**src/rtl/mmio_button_input_if.sv**
```systemverilog
// IOBUS slice used by the button peripheral: CPU drives address/data/strobe,
// peripheral returns combinational read data.
interface mmio_button_input_if;
  logic [31:0] IOBUS_ADDR;
  logic [31:0] IOBUS_OUT;
  logic        IOBUS_WR;
  logic [31:0] IOBUS_IN;

  modport master (
    output IOBUS_ADDR,
    output IOBUS_OUT,
    output IOBUS_WR,
    input  IOBUS_IN
  );

  modport slave (
    input  IOBUS_ADDR,
    input  IOBUS_OUT,
    input  IOBUS_WR,
    output IOBUS_IN
  );
endinterface

```
**src/rtl/mmio_button_input.sv**
```systemverilog
// Memory-mapped button input: 2-flop sync, per-bit debounce, sticky W1C press
// events and a level interrupt for enabled events.
module mmio_button_input #(
  parameter int unsigned N_BTN           = 5,
  parameter int unsigned DEBOUNCE_CYCLES = 500000,
  parameter logic [31:0] BASE_AD         = 32'h11000060
) (
  input  logic               CLK,
  input  logic               RST,
  mmio_button_input_if.slave bus,
  input  logic [N_BTN-1:0]   BTN_RAW,
  output logic               INTR
);

  localparam int unsigned   CntW     = $clog2(DEBOUNCE_CYCLES) + 1;
  localparam logic [CntW-1:0] CntMax = CntW'(DEBOUNCE_CYCLES - 1);

  localparam logic [31:0] AddrState = BASE_AD;
  localparam logic [31:0] AddrEvent = BASE_AD + 32'h4;
  localparam logic [31:0] AddrIrqEn = BASE_AD + 32'h8;

  logic [N_BTN-1:0] sync1_q, sync2_q;
  logic [N_BTN-1:0] stable_q, stable_d;
  logic [N_BTN-1:0] prev_q;
  logic [N_BTN-1:0] event_q, event_d;
  logic [N_BTN-1:0] irq_en_q, irq_en_d;
  logic [CntW-1:0]  cnt_q [N_BTN];
  logic [CntW-1:0]  cnt_d [N_BTN];

  logic             wr_event, wr_irq_en;
  logic [N_BTN-1:0] wr_data;
  logic [N_BTN-1:0] rise;

  assign wr_event  = bus.IOBUS_WR && (bus.IOBUS_ADDR == AddrEvent);
  assign wr_irq_en = bus.IOBUS_WR && (bus.IOBUS_ADDR == AddrIrqEn);
  assign wr_data   = bus.IOBUS_OUT[N_BTN-1:0];
  assign rise      = stable_q & ~prev_q;

  // A level is accepted only after CntMax+1 consecutive mismatching cycles.
  always_comb begin
    stable_d = stable_q;
    for (int i = 0; i < N_BTN; i++) begin
      cnt_d[i] = '0;
      if (sync2_q[i] != stable_q[i]) begin
        if (cnt_q[i] == CntMax) begin
          stable_d[i] = sync2_q[i];
        end else begin
          cnt_d[i] = cnt_q[i] + CntW'(1);
        end
      end
    end
  end

  // Set wins over a same-cycle clear.
  always_comb begin
    event_d = event_q;
    if (wr_event) begin
      event_d = event_q & ~wr_data;
    end
    event_d = event_d | rise;
  end

  always_comb begin
    irq_en_d = irq_en_q;
    if (wr_irq_en) begin
      irq_en_d = wr_data;
    end
  end

  always_ff @(posedge CLK or negedge RST) begin
    if (!RST) begin
      sync1_q  <= '0;
      sync2_q  <= '0;
      stable_q <= '0;
      prev_q   <= '0;
      event_q  <= '0;
      irq_en_q <= '0;
      for (int i = 0; i < N_BTN; i++) begin
        cnt_q[i] <= '0;
      end
    end else begin
      sync1_q  <= BTN_RAW;
      sync2_q  <= sync1_q;
      stable_q <= stable_d;
      prev_q   <= stable_q;
      event_q  <= event_d;
      irq_en_q <= irq_en_d;
      for (int i = 0; i < N_BTN; i++) begin
        cnt_q[i] <= cnt_d[i];
      end
    end
  end

  always_comb begin
    bus.IOBUS_IN = 32'h0;
    if (bus.IOBUS_ADDR == AddrState) begin
      bus.IOBUS_IN = 32'(stable_q);
    end else if (bus.IOBUS_ADDR == AddrEvent) begin
      bus.IOBUS_IN = 32'(event_q);
    end else if (bus.IOBUS_ADDR == AddrIrqEn) begin
      bus.IOBUS_IN = 32'(irq_en_q);
    end
  end

  assign INTR = |(event_q & irq_en_q);

endmodule

```
**src/flat_wrapper.sv**
```systemverilog
// flat-port wrapper written by rule: the top's interface ports become plain ports
module mmio_button_input_flat 
#(
  parameter int unsigned N_BTN           = 5,
  parameter int unsigned DEBOUNCE_CYCLES = 500000,
  parameter logic [31:0] BASE_AD         = 32'h11000060
)
  (CLK, RST, BTN_RAW, INTR, bus_IOBUS_ADDR, bus_IOBUS_OUT, bus_IOBUS_WR, bus_IOBUS_IN);
  mmio_button_input_if bus_i ();
  input  logic CLK;
  input  logic RST;
  input  logic [N_BTN-1:0] BTN_RAW;
  output logic INTR;
  input wire logic [$bits(bus_i.IOBUS_ADDR)-1:0] bus_IOBUS_ADDR;
  input wire logic [$bits(bus_i.IOBUS_OUT)-1:0] bus_IOBUS_OUT;
  input wire logic [$bits(bus_i.IOBUS_WR)-1:0] bus_IOBUS_WR;
  output wire logic [$bits(bus_i.IOBUS_IN)-1:0] bus_IOBUS_IN;
  assign bus_i.IOBUS_ADDR = bus_IOBUS_ADDR;
  assign bus_i.IOBUS_OUT = bus_IOBUS_OUT;
  assign bus_i.IOBUS_WR = bus_IOBUS_WR;
  assign bus_IOBUS_IN = bus_i.IOBUS_IN;
  mmio_button_input #(.N_BTN(N_BTN), .DEBOUNCE_CYCLES(DEBOUNCE_CYCLES), .BASE_AD(BASE_AD)) u_core (.CLK(CLK), .RST(RST), .bus(bus_i), .BTN_RAW(BTN_RAW), .INTR(INTR));
endmodule
```
**config.mk**
```make
export PLATFORM = sky130hd
export DESIGN_NAME = mmio_button_input_flat
export DESIGN_NICKNAME = d
export VERILOG_FILES = /design/src/rtl/mmio_button_input_if.sv /design/src/rtl/mmio_button_input.sv /design/src/flat_wrapper.sv
export SDC_FILE = /design/constraint.sdc
export NUM_CORES = 1
export LEC_CHECK = 0
export CORE_MARGIN = 2
export CORE_UTILIZATION = 35
export CTS_CLUSTER_SIZE = 28
export DETAILED_ROUTE_END_ITERATION = 8
export GPL_TIMING_DRIVEN = 0
export SLEW_MARGIN = 10
export SYNTH_ARGS = -nofsm -noshare
export SYNTH_HDL_FRONTEND = slang
export SYNTH_SLANG_ARGS = --single-unit
export TNS_END_PERCENT = 1
```
**constraint.sdc**
```tcl
create_clock -name CLK -period 2.2 [get_ports CLK]
set_clock_uncertainty 0.2 [all_clocks]
set_input_delay 0.55 -clock CLK [delete_from_list [all_inputs] [get_ports CLK]]
set_output_delay 0.55 -clock CLK [all_outputs]
set_load 0.02 [all_outputs]
```
==> impl_results.md <==
* Status: complete, but fails checks
* Failing checks: negative setup slack
* Yosys reg bits at 130
* Reg2reg start: u_core.cnt_q[40]$_DFF_PN0_
* Final hold violations at 0
* Die ar. at between 0.015 and 0.02 sq mm
* WS Path Type: input pin to primary output
* Area of the multi-input gates at 0.00326 sq mm
* Max frequency at ~0.40 GHz
* Layout Cells excl Fill at 1002
* Max Cap Viol at 0
* Reg2reg setup slack at -0.07 ns
* First-pass GRT wire length at 23900 microns
* Worst Path Max Fanout at 5
* CTS Buf Count at 17
* Avg Cell Area, Syn at 9.86 sq um
* WP data arrival at 1.78 ns
* Clock Sink Count at 130
* Nets at 837
* Post-DR wirelength/cell at 13.6 microns
* Sequential area share after synthesis at 0.499
* Final design utilization at 0.458
* Placed insts at 966
* CTS tree: yes
* GP Congestion at 0.791
* Register area at 0.00326 sq mm
* Setup TNS at -1.74 ns
* Max VDD drop at 543 uV
* Starting density of the core at 0.359
* HP Class: register to register
* # H-tree levels at 4
* TritonRoute pass-1 iters at 4
* Layout cells sized above 1 at 0.190
* Critical Path Sink: bus_IOBUS_IN[2]
* PwrDens at 713 mW/mm^2
* Initial drt markers at 264
* Via count at 5026
* Post-synth EDFFs at 0
* Main flop type after synthesis: dfrtp_1
* Leakage power at 3.39 nW
* Synth Area in Compound Gates at 0.0801
* Worst slew margin at 0.558
* Unique masters post-synth at 44
* Grt total ovfl at 0
* Setup violations, final at 10
* Post-Syn Area at around 0.0065 sq mm
* Worst skew pair latency at 0.42 ns
* Reg2reg end: u_core.cnt_q[58]$_DFF_PN0_
* Tightest Pin Transition at 0.663 ns
* Die Ht at roughly 140 microns
* Clock Path Buffers at 2
* Adder-Cell Fraction of Synth Area at 0.00960
* Residual DRC count at 0
* Gate Count Post-Synth at 661
* Largest net degree at the start of global routing at 71
* Most frequent cells in the layout: 124 x dfrtp_1, 79 x nor2_1, 42 x nand2_1, 37 x a21oi_1, 35 x xnor2_1
* Post-DRT Antenna Nets at 0
* Post-place instance area at approximately 0.0075 sq mm
* Clock root buffer: clkbuf_16
* XOR/XNOR Fraction of Synth Area at 0.0833
* Max incr delay on CP at ~0.37 ns
* Final HPWL DP at around 9400 microns
* Fillers at 1733
* Final WS setup at -0.327 ns
* Core area at 0.0181 sq mm
* Initial antenna violation count at 0
* Worst hold slack at 0.147 ns
* Die X at ~140 microns
* Crit. Startpoint: bus_IOBUS_ADDR[12]
* Total I/O pin count at 105
* CTS clk-pin slew, worst paths at 0.05 ns
* Total power at 5.93 mW
* Setup WS pre-CTS at -1.51 ns
* Row cnt at 49
* Synth warnings at 0
* Fin crit share at 1.15
* Final Instance Area at about 0.0083 sq mm
* Final wirelength at 13600 microns
* Antenna cells at 0
* Post-Synth Simple-Gate Area at 0.251
* Vias in the first global route at 4926
* Main combinational cell family by area after synthesis: simple AND/OR/NAND/NOR gates
* Cells on worst reg2reg path at 6
* Slew Viols, Final at 0
* Setup crit end kind: primary output
* Most common cell after layout, fill and taps aside: dfrtp_1
* Mux cell area share after synthesis at 0.0250
* CP required at about 1.5 ns
* Vias/cell at about 5
* Worst-path cell chain: clkdlybuf4s15_1 -> nor4_2 -> nand4_1 -> or2_4 -> nor2_4 -> buf_6
* Gr usage total at 0.148
* IO Port Bufs at 49
* Min Clock Period, post-route at 2.53 ns
* Startpoint Class: input pin
* Unrepaired setup endpoints after global routing: true
* FFs w/ async S/R, synth at 1.00
* Layout area overhead at 27.5%
* CP max stage cell: or2_4
synth_stat cells, drive strengths merged (16+ instances only):
cell / number / area, sq um
or3: 20 / 125
o31ai: 23 / 178
inv: 16 / 60.1
o21ai: 23 / 115
nand4: 33 / 234
nor4: 23 / 144
xnor2: 35 / 307
nand3: 25 / 125
a21oi: 38 / 194
nor2: 84 / 315
xor2: 27 / 236
clkbuf: 16 / 60.1
or4: 20 / 161
buf: 29 / 213
nand2: 43 / 161
dfrtp: 130 / 3250
worst min path at each step:
| stage | from | to | slack (ns) | cells past startpoint |
|---|---|---|---|---|
| 6_report | u_core.sync1_q[3]$_DFF_PN0_ | u_core.sync2_q[3]$_DFF_PN0_ | 0.15 | 0 |
| 5_1_grt | u_core.sync1_q[4]$_DFF_PN0_ | u_core.sync2_q[4]$_DFF_PN0_ | 0.16 | 0 |
| 4_1_cts | u_core.sync1_q[4]$_DFF_PN0_ | u_core.sync2_q[4]$_DFF_PN0_ | 0.15 | 0 |
| 3_5_place_dp | u_core.sync1_q[4]$_DFF_PN0_ | u_core.sync2_q[4]$_DFF_PN0_ | 0.14 | 0 |
| 3_3_place_gp | u_core.sync1_q[4]$_DFF_PN0_ | u_core.sync2_q[4]$_DFF_PN0_ | 0.13 | 0 |
| 2_1_floorplan | RST | u_core.cnt_q[0]$_DFF_PN0_ | 0.05 | 0 |
state kept, by name, summed over array words and instances, names as in the netlist:
signal,cells
u_core.cnt_q,100
u_core.event_q,5
u_core.irq_en_q,5
u_core.prev_q,5
u_core.stable_q,5
u_core.sync1_q,5
u_core.sync2_q,5
repair_timing:
| action | 4_1_cts | 5_1_grt |
|---|---|---|
| endpoints found under the setup margin | 40 | 90 |
| pin swaps | 20 | 8 |
| endpoints found under the hold margin | 69 | 0 |
| hold buffers | 1 | 0 |
| cloned | 0 | 0 |
| resized for setup | 159 | 26 |
| setup buffers | 3 | 0 |
area by class of cell:
class | instances | area share
buffer | 45 | 0.0357
clock buffer | 21 | 0.0554
clock inverter | 11 | 0.0239
inverter | 16 | 0.00723
multi-input combinational | 496 | 0.393
sequential | 130 | 0.392
tap | 229 | 0.0345
timing repair buffer | 54 | 0.0581
power by group:
| part | switching [mW] | total (mW) | internal [mW] | leakage, nW |
|---|---|---|---|---|
| Sequential | 0.0392 | 2.46 | 2.42 | 1.75 |
| Clock | 1.05 | 3.13 | 2.08 | 0.322 |
| Combinational | 0.188 | 0.333 | 0.145 | 1.33 |
metal layers:
metal	routed length, microns	vias up	share of wire	track usage
li1	-	2543	-	-
met1	6810	2402	0.50	0.205
met2	6150	79	0.45	0.227
met3	566	2	0.042	0.0448
met4	55	0	0.0040	0.0421
met5	0	-	0	0
worst max-delay path, delay by kind of cell:
kind | cells | cell delay, ns
simple gates | 4 | 0.92
buf+inv | 2 | 0.30
cells by family after synthesis:
logic type | after synthesis
flops | 130
fa+ha+maj | 5
compound gates | 88
other cells | 1
buf+inv | 61
mux | 15
simple gates | 299
xor+xnor | 62
Power figures use the tool's default switching activity.
